==> src/rtl/instruction_fetch_pkg.sv <==
// Definitions shared by the fetch stage and control_matrix: widths, command
// field positions, opcodes and the fetch FSM encoding.
package instruction_fetch_pkg;

    localparam int ADDR_WIDTH = 8;
    localparam int CMD_WIDTH  = 24;
    localparam int FIFO_DEPTH = 2;
    localparam logic [ADDR_WIDTH-1:0] RESET_VECTOR = '0;

    localparam int OPCODE_MSB   = 23;
    localparam int OPCODE_LSB   = 18;
    localparam int OPERAND1_MSB = 17;
    localparam int OPERAND1_LSB = 9;
    localparam int OPERAND2_MSB = 8;
    localparam int OPERAND2_LSB = 0;

    typedef enum logic [5:0] {
        OP_ADD = 6'd1,
        OP_SUB = 6'd2,
        OP_INV = 6'd3,
        OP_MOV = 6'd4,
        OP_JFE = 6'd5,
        OP_JFL = 6'd6,
        OP_JFG = 6'd7
    } opcode_e;

    typedef enum logic [1:0] {
        IDLE     = 2'd0,
        RUN      = 2'd1,
        REDIRECT = 2'd2
    } fetch_state_e;

    function automatic opcode_e commandOpcode(input logic [CMD_WIDTH-1:0] command);
        return opcode_e'(command[OPCODE_MSB:OPCODE_LSB]);
    endfunction

endpackage

==> src/rtl/instruction_fetch_if.sv <==
// Fetch-stage bus: ROM read port, command handshake towards control_matrix,
// jump redirect and the exported instruction pointer.
interface instruction_fetch_if #(
    parameter int ADDR_WIDTH = instruction_fetch_pkg::ADDR_WIDTH,
    parameter int CMD_WIDTH  = instruction_fetch_pkg::CMD_WIDTH
);

    logic                  fetchEnable;
    logic [ADDR_WIDTH-1:0] memAddr;
    logic                  memReadEnable;
    logic [CMD_WIDTH-1:0]  memData;
    logic [CMD_WIDTH-1:0]  commandOut;
    logic [ADDR_WIDTH-1:0] commandPc;
    logic                  commandValid;
    logic                  commandReady;
    logic                  jumpValid;
    logic [ADDR_WIDTH-1:0] jumpTarget;
    logic [ADDR_WIDTH-1:0] instructionPointer;

    // The fetch stage is the master; ROM, consumer and jump source sit on the slave side.
    modport master (
        input  fetchEnable, memData, commandReady, jumpValid, jumpTarget,
        output memAddr, memReadEnable, commandOut, commandPc, commandValid, instructionPointer
    );

    modport slave (
        output fetchEnable, memData, commandReady, jumpValid, jumpTarget,
        input  memAddr, memReadEnable, commandOut, commandPc, commandValid, instructionPointer
    );

endinterface

==> src/rtl/instruction_fetch_fifo.sv <==
// Small synchronous FIFO holding {pc, command} entries; flush overrides push and pop.
module instruction_fetch_fifo #(
    parameter int WIDTH = 32,
    parameter int DEPTH = 2
) (
    input  logic                    clock,
    input  logic                    reset,
    input  logic                    flush_i,
    input  logic                    push_i,
    input  logic [WIDTH-1:0]        pushData_i,
    input  logic                    pop_i,
    output logic [WIDTH-1:0]        headData_o,
    output logic [$clog2(DEPTH):0]  occupancy_o,
    output logic                    empty_o
);

    localparam int PTR_WIDTH = $clog2(DEPTH);

    logic [WIDTH-1:0]     mem_q [DEPTH];
    logic [PTR_WIDTH-1:0] rdPtr_q, rdPtr_d, wrPtr_q, wrPtr_d;
    logic [PTR_WIDTH:0]   count_q, count_d;
    logic                 full, doPush, doPop;

    assign empty_o     = (count_q == '0);
    assign full        = (count_q == (PTR_WIDTH+1)'(DEPTH));
    assign doPop       = pop_i && !empty_o;
    assign doPush      = push_i && (!full || doPop);
    assign headData_o  = mem_q[rdPtr_q];
    assign occupancy_o = count_q;

    always_comb begin
        rdPtr_d = rdPtr_q;
        wrPtr_d = wrPtr_q;
        count_d = count_q;
        if (flush_i) begin
            rdPtr_d = '0;
            wrPtr_d = '0;
            count_d = '0;
        end else begin
            if (doPush) wrPtr_d = wrPtr_q + PTR_WIDTH'(1);
            if (doPop)  rdPtr_d = rdPtr_q + PTR_WIDTH'(1);
            case ({doPush, doPop})
                2'b10:   count_d = count_q + (PTR_WIDTH+1)'(1);
                2'b01:   count_d = count_q - (PTR_WIDTH+1)'(1);
                default: count_d = count_q;
            endcase
        end
    end

    always_ff @(posedge clock) begin
        if (reset) begin
            rdPtr_q <= '0;
            wrPtr_q <= '0;
            count_q <= '0;
        end else begin
            rdPtr_q <= rdPtr_d;
            wrPtr_q <= wrPtr_d;
            count_q <= count_d;
        end
    end

    // Storage needs no reset: nothing is visible until the count says so.
    always_ff @(posedge clock) begin
        if (doPush && !flush_i) mem_q[wrPtr_q] <= pushData_i;
    end

endmodule

==> src/rtl/instruction_fetch.sv <==
// Fetch stage: reads commands from the synchronous ROM, buffers them and hands
// them to control_matrix; jump redirects flush everything fetched beyond the jump.
module instruction_fetch #(
    parameter int ADDR_WIDTH = instruction_fetch_pkg::ADDR_WIDTH,
    parameter int CMD_WIDTH  = instruction_fetch_pkg::CMD_WIDTH,
    parameter int FIFO_DEPTH = instruction_fetch_pkg::FIFO_DEPTH,
    parameter logic [ADDR_WIDTH-1:0] RESET_VECTOR = instruction_fetch_pkg::RESET_VECTOR
) (
    input logic                  clock,
    input logic                  reset,
    instruction_fetch_if.master  bus
);

    import instruction_fetch_pkg::*;

    localparam int CNT_WIDTH = $clog2(FIFO_DEPTH) + 1;
    localparam logic [CNT_WIDTH:0] DEPTH_LIMIT = (CNT_WIDTH+1)'(FIFO_DEPTH);

    fetch_state_e          state_q, state_d;
    logic [ADDR_WIDTH-1:0] pointer_q, pointer_d;
    logic [ADDR_WIDTH-1:0] inFlightPc_q, inFlightPc_d;
    logic                  inFlight_q, inFlight_d;

    logic                            jumpTaken, pop, issue, fifoEmpty;
    logic [CNT_WIDTH-1:0]            occupancy;
    logic [ADDR_WIDTH+CMD_WIDTH-1:0] headEntry;
    logic [CNT_WIDTH:0]              demand, capacity;

    assign pop       = !fifoEmpty && bus.commandReady;
    assign jumpTaken = bus.jumpValid && (state_q != IDLE);

    // A read may only go out if its data is guaranteed a slot when it lands.
    assign demand   = {1'b0, occupancy} + {{CNT_WIDTH{1'b0}}, inFlight_q};
    assign capacity = DEPTH_LIMIT + {{CNT_WIDTH{1'b0}}, pop};

    always_comb begin
        state_d      = state_q;
        pointer_d    = pointer_q;
        inFlightPc_d = pointer_q;
        issue        = 1'b0;

        case (state_q)
            IDLE:     state_d = RUN;
            RUN:      if (bus.jumpValid) state_d = REDIRECT;
            REDIRECT: state_d = RUN;
            default:  state_d = IDLE;
        endcase

        if (state_q == RUN && bus.fetchEnable && !jumpTaken && demand < capacity) begin
            issue = 1'b1;
        end

        if (jumpTaken) begin
            pointer_d = bus.jumpTarget;
        end else if (issue) begin
            pointer_d = pointer_q + ADDR_WIDTH'(1);
        end

        inFlight_d = issue;
    end

    always_ff @(posedge clock) begin
        if (reset) begin
            state_q      <= IDLE;
            pointer_q    <= RESET_VECTOR;
            inFlight_q   <= 1'b0;
            inFlightPc_q <= '0;
        end else begin
            state_q      <= state_d;
            pointer_q    <= pointer_d;
            inFlight_q   <= inFlight_d;
            inFlightPc_q <= inFlightPc_d;
        end
    end

    // A response landing on the jump edge is discarded by the flush.
    instruction_fetch_fifo #(
        .WIDTH (ADDR_WIDTH + CMD_WIDTH),
        .DEPTH (FIFO_DEPTH)
    ) u_fifo (
        .clock       (clock),
        .reset       (reset),
        .flush_i     (jumpTaken),
        .push_i      (inFlight_q),
        .pushData_i  ({inFlightPc_q, bus.memData}),
        .pop_i       (pop),
        .headData_o  (headEntry),
        .occupancy_o (occupancy),
        .empty_o     (fifoEmpty)
    );

    assign bus.memReadEnable      = issue;
    assign bus.memAddr            = issue ? pointer_q : '0;
    assign bus.instructionPointer = pointer_q;
    assign bus.commandValid       = !fifoEmpty;
    assign bus.commandOut         = fifoEmpty ? '0 : headEntry[CMD_WIDTH-1:0];
    assign bus.commandPc          = fifoEmpty ? '0 : headEntry[ADDR_WIDTH+CMD_WIDTH-1:CMD_WIDTH];

endmodule

==> src/flat_wrapper.sv <==
// flat-port wrapper written by rule: the top's interface ports become plain ports
module instruction_fetch_flat import instruction_fetch_pkg::*;
#(
    parameter int ADDR_WIDTH = instruction_fetch_pkg::ADDR_WIDTH,
    parameter int CMD_WIDTH  = instruction_fetch_pkg::CMD_WIDTH,
    parameter int FIFO_DEPTH = instruction_fetch_pkg::FIFO_DEPTH,
    parameter logic [ADDR_WIDTH-1:0] RESET_VECTOR = instruction_fetch_pkg::RESET_VECTOR
)
  (clock, reset, bus_fetchEnable, bus_memData, bus_commandReady, bus_jumpValid, bus_jumpTarget, bus_memAddr, bus_memReadEnable, bus_commandOut, bus_commandPc, bus_commandValid, bus_instructionPointer);
  instruction_fetch_if #(.ADDR_WIDTH(ADDR_WIDTH), .CMD_WIDTH(CMD_WIDTH)) bus_i ();
  input logic clock;
  input logic reset;
  input wire logic [$bits(bus_i.fetchEnable)-1:0] bus_fetchEnable;
  input wire logic [$bits(bus_i.memData)-1:0] bus_memData;
  input wire logic [$bits(bus_i.commandReady)-1:0] bus_commandReady;
  input wire logic [$bits(bus_i.jumpValid)-1:0] bus_jumpValid;
  input wire logic [$bits(bus_i.jumpTarget)-1:0] bus_jumpTarget;
  output wire logic [$bits(bus_i.memAddr)-1:0] bus_memAddr;
  output wire logic [$bits(bus_i.memReadEnable)-1:0] bus_memReadEnable;
  output wire logic [$bits(bus_i.commandOut)-1:0] bus_commandOut;
  output wire logic [$bits(bus_i.commandPc)-1:0] bus_commandPc;
  output wire logic [$bits(bus_i.commandValid)-1:0] bus_commandValid;
  output wire logic [$bits(bus_i.instructionPointer)-1:0] bus_instructionPointer;
  assign bus_i.fetchEnable = bus_fetchEnable;
  assign bus_i.memData = bus_memData;
  assign bus_i.commandReady = bus_commandReady;
  assign bus_i.jumpValid = bus_jumpValid;
  assign bus_i.jumpTarget = bus_jumpTarget;
  assign bus_memAddr = bus_i.memAddr;
  assign bus_memReadEnable = bus_i.memReadEnable;
  assign bus_commandOut = bus_i.commandOut;
  assign bus_commandPc = bus_i.commandPc;
  assign bus_commandValid = bus_i.commandValid;
  assign bus_instructionPointer = bus_i.instructionPointer;
  instruction_fetch #(.ADDR_WIDTH(ADDR_WIDTH), .CMD_WIDTH(CMD_WIDTH), .FIFO_DEPTH(FIFO_DEPTH), .RESET_VECTOR(RESET_VECTOR)) u_core (.clock(clock), .reset(reset), .bus(bus_i));
endmodule
==> config.mk <==
export PLATFORM = sky130hd
export DESIGN_NAME = instruction_fetch_flat
export DESIGN_NICKNAME = d
export VERILOG_FILES = /design/src/rtl/instruction_fetch_pkg.sv /design/src/rtl/instruction_fetch_if.sv /design/src/rtl/instruction_fetch_fifo.sv /design/src/rtl/instruction_fetch.sv /design/src/flat_wrapper.sv
export SDC_FILE = /design/constraint.sdc
export NUM_CORES = 1
export LEC_CHECK = 0
export CAP_MARGIN = 15
export CORE_MARGIN = 3
export CORE_UTILIZATION = 46
export DETAILED_ROUTE_END_ITERATION = 8
export HOLD_SLACK_MARGIN = 0.1
export PLACE_DENSITY = 0.75
export SLEW_MARGIN = 0
export SYNTH_ARGS = -nofsm -noshare
export SYNTH_HDL_FRONTEND = slang
export SYNTH_SLANG_ARGS = --single-unit
==> constraint.sdc <==
create_clock -name clock -period 4.25 [get_ports clock]
set_input_delay 0.85 -clock clock [delete_from_list [all_inputs] [get_ports clock]]
set_output_delay 0.85 -clock clock [all_outputs]
set_load 0.02 [all_outputs]
# Word level (Yosys, flattened, before mapping)
# Memories as Yosys holds them, arrays and structs flattened. A register that Yosys moved wholly into a read port is not among the register bits.
# Index checks and enable logic that the tools add are counted.
# totals
input_bits,37
ramBits,64
reg_bits,23
mem_count,1
output_inout_bits,50
# op_classes
order_cmp,1
add_sub_neg,7
eq_ne,6
reduce_logical,19
mux,13
# memory_table
memory,depth,word_bits,read_ports,rd_ports_with_merged_regs,write_ports,line_no,text
u_core.u_fifo.mem_q,2,32,1,1,1,instruction_fetch_fifo.sv:19,logic [WIDTH-1:0] mem_q [DEPTH];
# op_table
operator,count
$mux 8,4
$mux 24,1
$add 8x1->8 const B,1
$logic_and 1x1->1,8
$pmux 2 s2,2
$eq 2x2->1 const B,3
$reduce_bool 2->1,3
$mux 1,5
$eq 2x1->1 const B,2
$logic_not 2->1,2
$reduce_or 2->1,2
$add 2x1->3,1
$add 2x1->3 const A,1
$logic_not 1->1,3
$lt 3x3->1,1
$add 1x1->1 const B,2
$add 2x1->2 const B,1
$mux 2,1
$ne 2x2->1 const B,1
$sub 2x1->2 const B,1
$logic_or 1x1->1,1

# Logic depth before layout (Yosys ltp)
# Gate-level depths: netlist of the first run.
# logic_depth
ltp_word,9
mapped_depth,7
depth_no_buf,7

# Modules after synthesis
# From an unflattened synthesis of the first run, not the netlist that was laid out.
# hier_totals
hier_cells,258
hier_area_um2,3633.5
# by_module_without_submodules
mod,n_inst,cells_per_inst,seq_area_each_um2,area_per_inst_um2
instruction_fetch_fifo,1,128,2021.9,2565.0
instruction_fetch,1,130,380.4,1068.5

# Worst setup path after synthesis of the first run
# Ideal clock, no wire load.
# synth_timing
path_type,in2reg
start,in bus_jumpValid
end,mem u_core.u_fifo.mem_q[1][0] (enable)
setup_time_ps,468
t_required_ps,3782
path_stages,2
t_arrival_ps,3427
path_buffers,0
slack_ps,355
path_cell_list,o21a_1 nor3b_1
# synth_between
elab_chain_cells,5
# synth_rtl
element,line_no,text
"start, declared",flat_wrapper.sv:16,input wire logic [$bits(bus_i.jumpValid)-1:0] bus_jumpValid;
$logic_and 1x1->1,instruction_fetch.sv:30,assign jumpTaken = bus.jumpValid && (state_q != IDLE);
$logic_not 1->1,instruction_fetch_fifo.sv:64,if (doPush && !flush_i) mem_q[wrPtr_q] <= pushData_i;
$logic_and 1x1->1,instruction_fetch_fifo.sv:64,
$mux 1,instruction_fetch_fifo.sv:64,
$mux 1 (implied by the code),instruction_fetch_fifo.sv:64,
"end, declared",instruction_fetch_fifo.sv:19,
# No other way between the ends.

# Worst setup path in the final report of the first run
# layout_timing
start,in bus_jumpValid
end,out bus_memAddr[7]
# layout_between
elab_chain_cells,6
# layout_rtl
element,line_no,text
$logic_and 1x1->1,instruction_fetch.sv:30,
$logic_not 1->1,instruction_fetch.sv:49,if (state_q == RUN && bus.fetchEnable && !jumpTaken && demand < capacity) begin
$logic_and 1x1->1 (2 in a row),instruction_fetch.sv:49,
$mux 1,instruction_fetch.sv:49,
$mux 8,instruction_fetch.sv:93,assign bus.memAddr = issue ? pointer_q : '0;
"end, declared",flat_wrapper.sv:18,output wire logic [$bits(bus_i.memAddr)-1:0] bus_memAddr;
# No other way between the ends.

==> results.txt, run 1 <==
----------------------------------------------------
[Floorplan]
  Die footprint ... around 8700 sq um
  Vert. Die Dim ... 93.1 um
  Core Footprint ... about 7300 sq um
  Total I/O pin count ... 87
  Site Rows ... 31
  Chip Width ... 93.1 um
  Starting density of the core ... 47.8%

[Clocking]
  Clock tree from TritonCTS ... yes
  Quantity of gates resized following cts ... 0
  Root buffer cell ... sky130_fd_sc_hd__clkbuf_8
  CTS clock-pin slew for the worst setup and hold paths ... 0.08 ns
  Post-CTS setup-driven buffer insertion count ... 0
  Post-CTS Hold Buffers ... 0
  Total clock sinks ... 88
  Max H-tree Level ... 3
  Clock latency on the worst-skew pair ... between 0.3 and 0.4 ns
  Number of CTS-inserted buffers ... 9
  Maximum clock insertion buffer count ... 2

[Finish]
  Number of nets in the layout ... 383
  Number of filler instances in the final layout ... just under 600
  Final design instance area without fill ... between 4000 and 5000 sq um
  Area growth from synthesis to layout ... 35.0%
  Number of inserted diodes ... 0
  Share of post-route cells with drive strength above 1 ... between 7 and 8%

[Power]
  Sw Ratio ... about a fifth
  Leakage dissipation ... about 1.5 nW
  Part of the total power dissipated in the clock network ... 38.0%
  Pwr/cell area ... ~370 nW/um^2
  Switching power of the nets ... 0.358 mW
  Peak VDD IR ... approximately 0.20 mV
  Combinational share of power ... 7.7%
  Int Pwr ... between 1 and 1.5 mW
  Part of the power in registers ... 54.2%

[Route]
  Via count ... about 2200
  DR vias/cell ... roughly 5.0
  Average detailed-routed wire length per instance ... between 10 and 15 um
  DRC violations left ... 0
  Count of routing violations after the opening detailed-route iteration ... 91
  Antenna-violating nets left ... 0
  Sum of routed wire length over all layers ... roughly 6.7 mm
  Number of iterations in the first detailed-routing pass ... 4

[Status]
  Status ... completed

[Worst setup path]
  Slowest cell on the critical path ... sky130_fd_sc_hd__clkdlybuf4s50_1
  Signal arrival time at the worst endpoint ... between 3 and 4 ns
  Critical path endpoint category ... primary output
  Maximum fanout count along the critical path ... 9
  R2R Path Start ... u_core.u_fifo.occupancy_o[0]
  Critical Path RT ... 3.40 ns
  Max stage delay on crit path ... roughly 0.60 ns
  Reg2Reg Capture Point ... u_core.bus.instructionPointer[5]
  Cells along the critical path ... clkdlybuf4s50_1 -> nor2_1 -> nand3_1 -> nor2_1 -> and2_1 -> clkdlybuf4s50_1
  FF-to-FF setup slack ... between 2 and 2.5 ns
  Launching element type of the critical path ... input port
  Buf+Inv Stages, Crit Path ... 2
  Top delay family on crit path ... simple AND/OR/NAND/NOR gates
  Worst r2r path cells ... 6
  Worst setup path class ... input port to primary output

[Logic synthesis]
  Yosys top cell by area ... sky130_fd_sc_hd__edfxtp_1
  Total number of yosys warnings ... 0
  Net count of the mapped netlist ... roughly 290
  Sequential share of the synthesized area ... 68.9%
  Total standard cell area after synthesis ... between 3000 and 4000 sq um
  Share of Yosys cell area claimed by the top area cell type ... a little under three fifths
  Count of state elements after synthesis ... 88
  Number of synthesized flops with an enable pin ... between 60 and 70
  Unique cell type count in the Yosys netlist ... 31
  Post-synth ARST share ... 0%
  Top flip-flop cell by instance count after synthesis ... sky130_fd_sc_hd__edfxtp_1
  Cell count after synthesis ... about 250
  Average cell area after synthesis ... between 10 and 15 sq um
  Synth area leaders ... sky130_fd_sc_hd__edfxtp_1 (55%), sky130_fd_sc_hd__dfxtp_1 (14%), sky130_fd_sc_hd__mux2i_1 (9.2%), sky130_fd_sc_hd__nor2_1 (4.8%), sky130_fd_sc_hd__a311oi_1 (2.0%)
  List of most frequent post-synthesis cells ... sky130_fd_sc_hd__edfxtp_1 (64), sky130_fd_sc_hd__nor2_1 (45), sky130_fd_sc_hd__mux2i_1 (32)
  Most frequent cell after synthesis ... sky130_fd_sc_hd__edfxtp_1

[Global route]
  Total global routing overflow ... 0
  Global-route usage over all layers ... ~16%
  Maximum number of pins on one net before global-route repair ... 34
  Wire length of the first global-routing pass ... between 10 and 15 mm
  Vias in the first global route ... ~2200
  Antenna violations before repair ... 0

[Worst hold path]
  Hold-critical path depth ... 0
  Worst min path class ... flop to flop
  Endpoint of the worst hold-timing path ... u_core.u_fifo.mem_q[1][31]
  Launch point of the worst hold path ... u_core.inFlightPc_q[7]

[Timing]
  Largest clock skew in the final design ... 0.00632 ns
  Pins Over Slew Limit ... 0
  Hold Worst Slack ... ~0.42 ns
  Hold Vio Cnt, Final ... 0
  Max frequency ... between 200 and 300 MHz
  Share of the cycle needed by the critical path after routing ... about nine tenths
  Setup repair after global routing missed its margin ... false
  Count of endpoints failing setup in the final report ... 0
  Tmin final ... about 4 ns
  Worst-case setup margin in the final layout ... 0.349 ns
  Slew HR ... between 30% and 40%
  Worst Tran Pin Value ... approximately 1.0 ns
  Setup total negative slack ... 0 ns

[Place]
  Final Wtd Congestion ... around 0.89
  Worst setup slack before clock tree synthesis ... 0.328 ns
  Dpl hpwl ... about 4.5 mm
  Dpl cell area ... around 4500 sq um
  Total of buffers placed on input and output ports ... 86

[Job]
  Number of max-capacitance violations reported ... 0

----------------------------------------------------
[worst max-delay path by stage]
stage | start | end | slack, ns | depth (start not counted)
6_report | bus_jumpValid | bus_memAddr[7] | 0.35 | 6
4_1_cts | bus_jumpValid | bus_memAddr[4] | 0.33 | 6
2_1_floorplan | bus_jumpValid | u_core.u_fifo.mem_q[1][0] | 0.35 | 2
3_3_place_gp | bus_jumpValid | bus_memAddr[2] | 0.46 | 6
5_1_grt | bus_jumpValid | bus_memAddr[2] | 0.16 | 6
3_5_place_dp | bus_jumpValid | bus_memAddr[4] | 0.33 | 6
[final cells by class]
cell class | count | area [sq um] | area share, %
Clock inverter | 7 | 119 | 2.53
Timing Repair Buffer | 89 | 883 | 18.8
Tap cell | 99 | 124 | 2.63
Inverter | 3 | 11.3 | 0.239
Sequential cell | 88 | 2400 | 51.1
Clock buffer | 9 | 124 | 2.63
Multi-Input combinational cell | 151 | 1040 | 22.1
[logic make-up (layout without fill, tap and decap cells)]
family | after synthesis | count (layout) | synth area share, %
AOI/OAI and AO/OA | 22 | 22 | 4.85
xor gates and xnor gates | 5 | 5 | 1.26
adders and majority gates | 4 | 4 | 1.44
buffers and inverters | 14 | 108 | 1.62
DFF | 88 | 88 | 68.9
muxes | 32 | 32 | 9.19
and+or+nand+nor | 88 | 88 | 12.7
[flip-flops by register name, indices dropped and copies added, names as in the netlist, named ones only]
name	cells
u_core.bus.instructionPointer	8
u_core.inFlightPc_q	8
u_core.inFlight_q	1
u_core.state_q	2
u_core.u_fifo.mem_q	64
u_core.u_fifo.occupancy_o	2
u_core.u_fifo.rdPtr_q	1
u_core.u_fifo.wrPtr_q	1
[routing by layer]
layer | up-vias | global-route usage, % | part of all wire (%)
li1 | 1113 | - | -
met1 | 1045 | 22.1 | 46
met2 | 81 | 24.4 | 46
met3 | 7 | 4.18 | 7.2
met4 | 0 | 3.79 | 1.0
met5 | - | 0 | 0
[power by group through the flow]
stage	Combinational [mW]	Clock (mW)	Sequential, mW
2_1_floorplan	0.0559	0	0.974
6_report	0.136	0.670	0.955
3_3_place_gp	0.134	0	0.974
3_5_place_dp	0.137	0	0.974
5_1_grt	0.147	0.717	0.958
4_1_cts	0.137	0.685	0.955
[placed cells by master (no fill, tap or decap), types with 2 or more instances in the layout]
cell type / n
sky130_fd_sc_hd__ha_1: 4
sky130_fd_sc_hd__or4_1: 3
sky130_fd_sc_hd__and2_1: 8
sky130_fd_sc_hd__edfxtp_1: 64
sky130_fd_sc_hd__xnor2_1: 2
sky130_fd_sc_hd__buf_4: 3
sky130_fd_sc_hd__o21ai_0: 5
sky130_fd_sc_hd__nor3_1: 6
sky130_fd_sc_hd__clkdlybuf4s50_1: 86
sky130_fd_sc_hd__inv_1: 3
sky130_fd_sc_hd__nand4_1: 4
sky130_fd_sc_hd__nand2_1: 2
sky130_fd_sc_hd__nor2b_1: 8
sky130_fd_sc_hd__mux2i_1: 32
sky130_fd_sc_hd__bufinv_16: 3
sky130_fd_sc_hd__clkbuf_8: 9
sky130_fd_sc_hd__o21a_1: 2
sky130_fd_sc_hd__a311oi_1: 8
sky130_fd_sc_hd__dfxtp_1: 23
sky130_fd_sc_hd__o31ai_1: 4
sky130_fd_sc_hd__or3_1: 4
sky130_fd_sc_hd__xor2_1: 3
sky130_fd_sc_hd__nor2_1: 44
[per-stage QoR]
stage / std cells / power [mW] / utilization, %
floorplan: 253 / 1.03 / -
global placement: 430 / 1.11 / 61.2
detailed placement: 430 / 1.11 / 61.2
CTS: 446 / 1.78 / 64.5
global route: 446 / 1.82 / 64.5
finish: 446 / 1.76 / 64.5
(Power assumes the default switching activity.)
==> run 2: changes to the inputs <==
SLEW_MARGIN = 15   (was 0)
==> results of run 2 <==
Final layout, timing and power as in run 1 (identical DEF).
